File: src/rtl/supernova_fetch_queue_pkg.sv
// Shared configuration and entry types for the supernova fetch queue.
// Holds default geometry, PC type and the layout of one buffered fetch block.
package supernova_fetch_queue_pkg;

    localparam int FQ_FETCH_WIDTH = 4;
    localparam int FQ_ILEN        = 32;
    localparam int FQ_DEPTH       = 4;
    localparam int FQ_ADDR_WIDTH  = 64;

    typedef logic [FQ_ADDR_WIDTH-1:0]         addr_t;
    typedef logic [$clog2(FQ_DEPTH)-1:0]      fq_ptr_t;
    typedef logic [$clog2(FQ_DEPTH+1)-1:0]    fq_cnt_t;

    typedef struct packed {
        logic [FQ_FETCH_WIDTH-1:0][FQ_ILEN-1:0] instr;
        addr_t                                  pc;
        logic                                   fault;
    } fq_entry_t;

endpackage

File: src/rtl/supernova_fetch_queue.sv
// Fetch-to-decode instruction buffer: DEPTH blocks of FETCH_WIDTH instrs, head block
// presented realigned to the next unconsumed instruction, single-cycle flush.
module supernova_fetch_queue
    import supernova_fetch_queue_pkg::*;
#(
    parameter int DEPTH       = FQ_DEPTH,
    parameter int FETCH_WIDTH = FQ_FETCH_WIDTH,
    parameter int ILEN        = FQ_ILEN,
    parameter int ADDR_WIDTH  = FQ_ADDR_WIDTH
) (
    input  logic                             clk,
    input  logic                             rst,
    input  logic                             enq_valid_in,
    output logic                             enq_ready_out,
    input  logic [FETCH_WIDTH*ILEN-1:0]      enq_instr_in,
    input  logic [ADDR_WIDTH-1:0]            enq_pc_in,
    input  logic                             enq_fault_in,
    output logic [FETCH_WIDTH*ILEN-1:0]      deq_instr_out,
    output logic [ADDR_WIDTH-1:0]            deq_pc_out,
    output logic [FETCH_WIDTH-1:0]           deq_valid_out,
    output logic                             deq_fault_out,
    input  logic [$clog2(FETCH_WIDTH+1)-1:0] deq_take_in,
    input  logic                             flush_in
);

    localparam int PTR_W  = $clog2(DEPTH);
    localparam int CNT_W  = $clog2(DEPTH+1);
    localparam int TAKE_W = $clog2(FETCH_WIDTH+1);
    localparam int OFF_W  = (FETCH_WIDTH > 1) ? $clog2(FETCH_WIDTH) : 1;
    localparam int IDX_W  = OFF_W + 1;

    typedef struct packed {
        logic [FETCH_WIDTH-1:0][ILEN-1:0] instr;
        logic [ADDR_WIDTH-1:0]            pc;
        logic                             fault;
    } entry_t;

    entry_t                           mem_r [DEPTH];
    logic [PTR_W-1:0]                 head_r;
    logic [PTR_W-1:0]                 tail_r;
    logic [CNT_W-1:0]                 count_r;
    logic [OFF_W-1:0]                 offset_r;
    logic                             ready_r;
    logic [FETCH_WIDTH-1:0][ILEN-1:0] deq_instr_r;
    logic [ADDR_WIDTH-1:0]            deq_pc_r;
    logic [FETCH_WIDTH-1:0]           deq_valid_r;
    logic                             deq_fault_r;

    entry_t                           enq_entry_s;
    entry_t                           head_entry_s;
    entry_t                           nxt_entry_s;
    logic [TAKE_W-1:0]                avail_s;
    logic [TAKE_W-1:0]                avail_end_s;
    logic [TAKE_W-1:0]                take_s;
    logic [TAKE_W-1:0]                consumed_s;
    logic                             pop_s;
    logic                             fire_s;
    logic                             wr_s;
    logic [PTR_W-1:0]                 head_n_s;
    logic [PTR_W-1:0]                 tail_n_s;
    logic [CNT_W-1:0]                 count_n_s;
    logic [OFF_W-1:0]                 offset_n_s;
    logic [IDX_W-1:0]                 slot_idx_s;
    logic [FETCH_WIDTH-1:0][ILEN-1:0] view_instr_s;
    logic [ADDR_WIDTH-1:0]            view_pc_s;
    logic [FETCH_WIDTH-1:0]           view_valid_s;
    logic                             view_fault_s;

    // Pack the incoming fetch block into the storage layout.
    always_comb begin
        enq_entry_s       = '0;
        enq_entry_s.instr = enq_instr_in;
        enq_entry_s.pc    = enq_pc_in;
        enq_entry_s.fault = enq_fault_in;
    end

    // Consume bookkeeping: a faulted block ends after slot 0, otherwise after the last slot.
    always_comb begin
        head_entry_s = mem_r[head_r];
        avail_end_s  = head_entry_s.fault ? TAKE_W'(1) : TAKE_W'(FETCH_WIDTH);
        if (count_r == '0) begin
            avail_s = '0;
        end else begin
            avail_s = avail_end_s - TAKE_W'(offset_r);
        end
        take_s     = (deq_take_in > avail_s) ? avail_s : deq_take_in;
        consumed_s = TAKE_W'(offset_r) + take_s;
        pop_s      = (take_s != '0) && (consumed_s == avail_end_s);
        fire_s     = enq_valid_in && ready_r;
    end

    // Next pointer/count/offset state; flush discards the same-cycle enqueue and take.
    always_comb begin
        if (flush_in) begin
            head_n_s   = '0;
            tail_n_s   = '0;
            count_n_s  = '0;
            offset_n_s = '0;
            wr_s       = 1'b0;
        end else begin
            head_n_s   = head_r + PTR_W'(pop_s);
            tail_n_s   = tail_r + PTR_W'(fire_s);
            count_n_s  = count_r + CNT_W'(fire_s) - CNT_W'(pop_s);
            offset_n_s = pop_s ? '0 : OFF_W'(consumed_s);
            wr_s       = fire_s;
        end
    end

    // Realigned view of the next-cycle head block, so the dequeue outputs can be registered.
    always_comb begin
        // The head next cycle is the block being written only when it becomes the sole entry.
        nxt_entry_s  = (wr_s && (tail_r == head_n_s)) ? enq_entry_s : mem_r[head_n_s];
        view_instr_s = '0;
        view_pc_s    = '0;
        view_valid_s = '0;
        view_fault_s = 1'b0;
        slot_idx_s   = '0;
        if (count_n_s != '0) begin
            view_fault_s = nxt_entry_s.fault;
            view_pc_s    = nxt_entry_s.pc + ADDR_WIDTH'({offset_n_s, 2'b00});
            for (int i = 0; i < FETCH_WIDTH; i++) begin
                slot_idx_s = {1'b0, offset_n_s} + IDX_W'(i);
                if (nxt_entry_s.fault ? (i == 0) : (slot_idx_s < IDX_W'(FETCH_WIDTH))) begin
                    view_valid_s[i] = 1'b1;
                    view_instr_s[i] = nxt_entry_s.instr[slot_idx_s[OFF_W-1:0]];
                end else begin
                    view_valid_s[i] = 1'b0;
                    view_instr_s[i] = '0;
                end
            end
        end else begin
            view_valid_s = '0;
        end
    end

    // Control state and registered dequeue view.
    always_ff @(posedge clk) begin
        if (rst) begin
            head_r      <= '0;
            tail_r      <= '0;
            count_r     <= '0;
            offset_r    <= '0;
            ready_r     <= 1'b0;
            deq_instr_r <= '0;
            deq_pc_r    <= '0;
            deq_valid_r <= '0;
            deq_fault_r <= 1'b0;
        end else begin
            head_r      <= head_n_s;
            tail_r      <= tail_n_s;
            count_r     <= count_n_s;
            offset_r    <= offset_n_s;
            ready_r     <= (count_n_s != CNT_W'(DEPTH));
            deq_instr_r <= view_instr_s;
            deq_pc_r    <= view_pc_s;
            deq_valid_r <= view_valid_s;
            deq_fault_r <= view_fault_s;
        end
    end

    // Block storage carries no reset; only the pointers and count qualify its contents.
    always_ff @(posedge clk) begin
        if (!rst && wr_s) begin
            mem_r[tail_r] <= enq_entry_s;
        end
    end

    assign enq_ready_out = ready_r;
    assign deq_instr_out = deq_instr_r;
    assign deq_pc_out    = deq_pc_r;
    assign deq_valid_out = deq_valid_r;
    assign deq_fault_out = deq_fault_r;

endmodule

File: config.mk
export PLATFORM = sky130hd
export DESIGN_NAME = supernova_fetch_queue
export DESIGN_NICKNAME = d
export VERILOG_FILES = /design/src/rtl/supernova_fetch_queue_pkg.sv /design/src/rtl/supernova_fetch_queue.sv
export SDC_FILE = /design/constraint.sdc
export NUM_CORES = 2
export LEC_CHECK = 0
export CORE_MARGIN = 1
export CORE_UTILIZATION = 35
export DETAILED_ROUTE_END_ITERATION = 10
export HOLD_SLACK_MARGIN = 0.05
export SYNTH_ARGS = -nofsm -noshare
export SYNTH_HDL_FRONTEND = slang
export SYNTH_SLANG_ARGS = --single-unit
File: constraint.sdc
create_clock -name clk -period 36.5 [get_ports clk]
set_clock_uncertainty 0.05 [all_clocks]
set_input_delay 7.3 -clock clk [delete_from_list [all_inputs] [get_ports clk]]
set_output_delay 7.3 -clock clk [all_outputs]
set_load 0.01 [all_outputs]
### After elaboration in Yosys (flattened, before gate mapping)

Memories as Yosys holds them, arrays and structs flattened. A register that Yosys moved wholly into a read port is not among the register bits.
Cells that the tools add are included.

| word-level totals | value |
|---|---|
| bits in writable memories | 772 |
| logic and storage cells | 82 |
| memories | 1 |
| bits of input ports | 200 |
| flip-flop bits (word level) | 207 |

| cells by class | value |
|---|---|
| add/subtract/negate cells | 10 |
| equal/unequal tests | 3 |
| mux-type cells | 28 |
| magnitude comparators | 9 |
| bitwise operators | 5 |
| reduce and logical (&&, ||, !) cells | 14 |

Memory list:

| memory | depth | width | rd ports | clocked after Yosys merged registers in | write ports | RTL line | text |
|---|---|---|---|---|---|---|---|
| mem_r | 4 | 193 | 2 | 1 | 1 | supernova_fetch_queue.sv:38 | `entry_t mem_r [DEPTH];` |

Operator list:

| cell | count |
|---|---|
| 32-bit binary-select mux with 2-bit select | 4 |
| 193-bit two-way mux | 1 |
| 32-bit two-way mux | 4 |
| 64-bit by 4-bit adder with 64-bit output | 1 |
| 2-bit by 3-bit < comparator with 1-bit output (second input constant) | 5 |
| 3-bit two-way mux | 4 |
| 3-bit OR reduction | 4 |
| 1-bit two-way mux | 11 |
| 3-bit < comparator (second input constant) | 3 |
| 2-bit two-way mux | 4 |
| 2-bit by 2-bit adder with 3-bit output (second input constant) | 2 |
| 3-bit nonzero test | 2 |
| 1-bit inverter | 5 |
| 2-bit by 1-bit adder with 2-bit output | 2 |
| 1-bit logical AND | 4 |
| 2-bit OR reduction | 2 |
| 2-bit by 1-bit adder with 3-bit output (second input constant) | 1 |
| 2-bit by 3-bit adder with 3-bit output | 1 |
| 3-bit by 1-bit adder with 3-bit output | 1 |
| 3-bit == test | 1 |
| 3-bit > comparator | 1 |
| 3-bit zero test | 1 |
| 3-bit inequality test (second input constant) | 1 |
| 3-bit by 1-bit subtractor with 3-bit output | 1 |
| other kinds (3) | 3 |

### Longest topological paths before layout

| depth | value |
|---|---|
| depth after elaboration | 16 |
| mapped depth | 41 |
| depth with buffers taken out | 32 |

### Worst setup path after synthesis

OpenSTA, ideal clock, no wires.

| timing | value |
|---|---|
| path type | input-to-reg |
| start | input port flush_in |
| end | memory mem_r[2][0] (netlist name), enable pin |
| path buffers | 5 |
| data arrival time | 26612 ps |
| stages | 7 |
| required time | 35232 ps |
| path slack | 8620 ps |
| cell sequence | buf_4 -> buf_4 -> buf_2 -> buf_2 -> clkbuf_1 -> or2_2 -> nor4_1 |

| on the way | value |
|---|---|
| word-level cells in the longest chain between the ends | 4 |

RTL lines:

| item | RTL line | text |
|---|---|---|
| start, declared | supernova_fetch_queue.sv:23 | `input logic flush_in` |
| 1-bit two-way mux | supernova_fetch_queue.sv:94 | `if (flush_in) begin` |
| 1-bit logical AND | supernova_fetch_queue.sv:163 | `if (!rst && wr_s) begin` |
| 1-bit two-way mux | supernova_fetch_queue.sv:163 |  |
| 1-bit two-way mux (implied by the code) | supernova_fetch_queue.sv:164 | `mem_r[tail_r] <= enq_entry_s;` |
| end, declared | supernova_fetch_queue.sv:38 |  |

No other way between the ends.

### Worst setup path in the final report

| timing | value |
|---|---|
| start | input port deq_take_in[1] |
| end | register deq_pc_r[61], in the netlist deq_pc_out[61] |

| on the way | value |
|---|---|
| word-level cells in the longest chain between the ends | 11 |
| elaborated cells between the ends (all ways) | 20 |

RTL lines:

| item | RTL line | text |
|---|---|---|
| start, declared | supernova_fetch_queue.sv:22 | `input logic [$clog2(FETCH_WIDTH+1)-1:0] deq_take_in,` |
| 3-bit > comparator | supernova_fetch_queue.sv:86 | `take_s = (deq_take_in > avail_s) ? avail_s : deq_take_in;` |
| 3-bit two-way mux * | supernova_fetch_queue.sv:86 |  |
| branches (longest 9 deep; another with memory read 4 x 193 bit) | -- |  |
| end signal, assigned | supernova_fetch_queue.sv:155 | `deq_pc_r <= view_pc_s;` |
| end, declared | supernova_fetch_queue.sv:45 | `logic [ADDR_WIDTH-1:0] deq_pc_r;` |

Every way passes the cells marked *.
A chain may end at the register's enable or synchronous reset.

==> qor.yml <==
post_route_drc_violation_count: 0
dieHeight_um: 348
drt.antenna.violating_nets: 0
finalInstanceArea_mm2: 0.0508
total_nets_after_synthesis: 2982
filler_cell_count: 10643
place_congestion: 0.849
netlist_instances: 2765
most_common_library_cell_in_the_layout_ignoring_fill_and_taps: "sky130_fd_sc_hd__edfxtp_1"
post_route_fraction_of_the_period_consumed_by_the_critical_path_pct: 41.7
cts_buffers: 104
leak_pwr_nw: 18.0
vias_per_std_cell: 5.41
p_switching_mw: 0.770
most-common-layout-cells: "sky130_fd_sc_hd__edfxtp_1 (772), sky130_fd_sc_hd__clkdlybuf4s50_1 (396), sky130_fd_sc_hd__mux2i_1 (371), sky130_fd_sc_hd__nor2_1 (243), sky130_fd_sc_hd__dfxtp_1 (206)"
design.portCount: 398
layout-area-overhead-vs-synth_pct: 21.7
worst_path_most_repeated_cell: "sky130_fd_sc_hd__ha_1"
fp.dieArea_mm2: 0.121
drv_cap: 0
yosys_register_bits: 979
synth-async-reset-ratio_pct: 0
detailed_place_hpwl_mm: 72.4
port_buffers: 397
grt_max_degree: 136
detail_route.first_pass.iterations: 6
r2r_end: "deq_pc_out[61]$_SDFF_PP0_"
rows: 126
power.ir.vdd_worst_v: 0.0000411
worstPathCellList: "clkdlybuf4s50_1, ha_1, nor2b_1, o21ai_0, a32oi_1, o21ai_0, ha_1, and2_1, a221oi_1, nor3_1, ha_4, xor2_2, nor2_4, and3_1, nand2_1, nand2_1, ha_1, a21oi_1, a2111oi_1, nand4_1, or2_1, nor4_2, nor4b_2, mux2i_1"
worstSetupPathType: "input port to register"
worst-endpoint-arrival_ps: 15800
clock_latency_ps: 690
reg2reg_depth: 29
endpoint_kind: "register"
worst_ep_required_time_ps: 37070
multiInputGateArea_mm2: 0.0136
starting_density_of_the_core_pct: 35.3
first_global_vias: 25941
timing.hold.worst_endpoint: "enq_ready_out$_SDFF_PP0_"
post_layout_nonfiller_instances: 4765
synth-edff-count: 772
power_density_mw_per_mm2: 56.5
fin_setup_tns_ps: 0
hp-start: "count_r[1]$_SDFF_PP0_"
grt-ovfl-total: 0
post_cts_resized: 0
crit_slowest_cell: "sky130_fd_sc_hd__nor4_2"
switching_share_pct: 26.8
final_hold_viol_count: 0
crit_path_max_fanout: 31
final_net_count: 3350
critical_path_buf_inv_count: 1
critPathMaxStageDelay_ps: 970
yosysSeqAreaShare_pct: 65.4
cts_num_sinks: 979
max_h_tree_level: 3
clock-root-buffer: "sky130_fd_sc_hd__clkbuf_16"
syn_area_per_cell_um2: 15.1
placement.cell_area_mm2: 0.0473
core_area_mm2: 0.118
timing.rr.start: "head_r[1]$_SDFF_PP0_"
drt_wl_total_mm: 118
tritoncts: "yes"
wire_length_of_the_first_global_routing_pass_mm: 173
power.sequential.fraction_pct: 43.9
rsz0062_at_grt: "false"
worstHoldPathType: "register to register"
p_int_mw: 2.10
critPathLaunchType: "input port"
detail_route.iter0.violations: 2026
placedCellCount: 4563
power_frac_comb_pct: 18.8
worstMarginPinSlew_ps: 1330
register_area_mm2: 0.0273
post_cts.repair.setup_buffers: 0
drive_gt1_share_pct: 13.1
run_status: "completed"
post_synth_num_cell_types: 93
max-slew-margin-rel_pct: 11.7
routed_wire_length_per_instance_um: 24.7
clkSlewWorstSetupHoldPaths_ps: 60
synthesis.area_mm2: 0.0418
setup_violations: 0
yosysWarningCount: 0
grt_antenna_before_repair: 29
routed-via-count: 25777
power.clock.fraction_pct: 37.3
finalMaxSlewViolations: 0
clock.fmax_mhz: 65.6
die_width_um: 348
synth_ff_type: "sky130_fd_sc_hd__edfxtp_1"
grtUsageTotal_pct: 19.1
hold_depth: 3
max-clock-path-buffers: 3
cts_hold_buf: 0
period_needed_ps: 15240
setup.reg_to_reg.worst_slack_ps: 26390
critical-path-top-delay-family: "simple AND/OR/NAND/NOR gates"
[metal layers]
layer	wire, um	GRT usage, %	up-vias
met5	232	0	-
met1	51000	25.5	13101
li1	-	-	11546
met2	55200	30.9	886
met4	2590	5.37	34
met3	8890	4.76	210
[how the worst max path moves through the flow]
stage	depth (start not counted)	from	endpoint
after floorplan	7	flush_in	mem_r[2][0]$_DFFE_PP_
after global placement	23	deq_take_in[1]	deq_pc_out[61]$_SDFF_PP0_
after detailed placement	24	deq_take_in[1]	deq_pc_out[61]$_SDFF_PP0_
after CTS	24	deq_take_in[1]	deq_pc_out[61]$_SDFF_PP0_
after global routing	24	deq_take_in[1]	deq_pc_out[61]$_SDFF_PP0_
final	24	deq_take_in[1]	deq_pc_out[61]$_SDFF_PP0_
[flip-flops by register name, indices dropped and copies added, names as in the netlist]
register	flops
offset_r	2
head_r	2
deq_instr_out	128
enq_ready_out	1
mem_r	772
deq_pc_out	64
deq_fault_out	1
tail_r	2
deq_valid_out	4
count_r	3
[kinds of logic after synthesis]
family                   share of synthesized area (%)
AO/OA/AOI/OAI                                     5.93
XOR/XNOR                                         0.997
adder cells (fa/ha/maj)                          0.563
buffers and inverters                             2.51
flip-flops                                        65.4
multiplexers                                      16.7
AND/OR/NAND/NOR                                   7.87
[final cells by class]
type,count,share of cell area [%]
clock buffer,152,5.94
tap,1536,3.78
clock inverter,44,0.901
multi-input combinational,1562,26.7
timing repair buffer,448,8.64
antenna,6,0.0295
sequential,979,53.7
inverter,38,0.281
[per-stage QoR]
step | setup slack, ps | utilization [%] | hold WS (ps) | power, mW
6_report | 21260 | 43.0 | 613 | 2.87
3_5_place_dp | 20550 | 40.0 | 606 | 1.83
5_1_grt | 20590 | 43.0 | 668 | 2.98
2_1_floorplan | 8620 | - | 551 | 1.61
3_3_place_gp | 20710 | 40.0 | 625 | 1.82
4_1_cts | 21280 | 43.0 | 624 | 2.90
[Yosys cell counts, types with 16 or more instances]
cell type | n | area [um^2]
sky130_fd_sc_hd__mux4_2 | 140 | 3150
sky130_fd_sc_hd__nand3_1 | 62 | 310
sky130_fd_sc_hd__o2111ai_1 | 26 | 228
sky130_fd_sc_hd__nor3b_1 | 39 | 293
sky130_fd_sc_hd__nor2_1 | 245 | 920
sky130_fd_sc_hd__buf_2 | 49 | 245
sky130_fd_sc_hd__nor4_1 | 18 | 113
sky130_fd_sc_hd__buf_1 | 25 | 93.8
sky130_fd_sc_hd__nor3_1 | 21 | 105
sky130_fd_sc_hd__nand2_1 | 55 | 206
sky130_fd_sc_hd__mux2i_1 | 371 | 3710
sky130_fd_sc_hd__buf_4 | 19 | 143
sky130_fd_sc_hd__clkbuf_1 | 82 | 308
sky130_fd_sc_hd__o221ai_1 | 16 | 140
sky130_fd_sc_hd__and2_1 | 42 | 263
sky130_fd_sc_hd__a21oi_1 | 37 | 185
sky130_fd_sc_hd__o21ai_0 | 69 | 345
sky130_fd_sc_hd__nand4_1 | 37 | 231
sky130_fd_sc_hd__inv_1 | 36 | 135
sky130_fd_sc_hd__xnor2_1 | 27 | 236
sky130_fd_sc_hd__edfxtp_1 | 772 | 23200
sky130_fd_sc_hd__o211ai_1 | 29 | 218
sky130_fd_sc_hd__dfxtp_1 | 207 | 4140
sky130_fd_sc_hd__nand2b_1 | 36 | 225
sky130_fd_sc_hd__a31oi_1 | 32 | 200
[tightest hold or removal path: cells and delay by family (launching register included)]
family                    cells  cell delay (ps)
buffers and inverters         1              100
xor gates and xnor gates      1              110
AOI/OAI and AO/OA             1              110
DFF                           1              310
[power groups by stage]
stage          registers (mW)  clock network [mW]  logic, mW
6_report                 1.26                1.07      0.540
5_1_grt                  1.26                1.13      0.581
4_1_cts                  1.26                1.09      0.545
3_5_place_dp             1.28                   0      0.543
3_3_place_gp             1.28                   0      0.540
2_1_floorplan            1.30                   0      0.312
(Power assumes the default switching activity.)
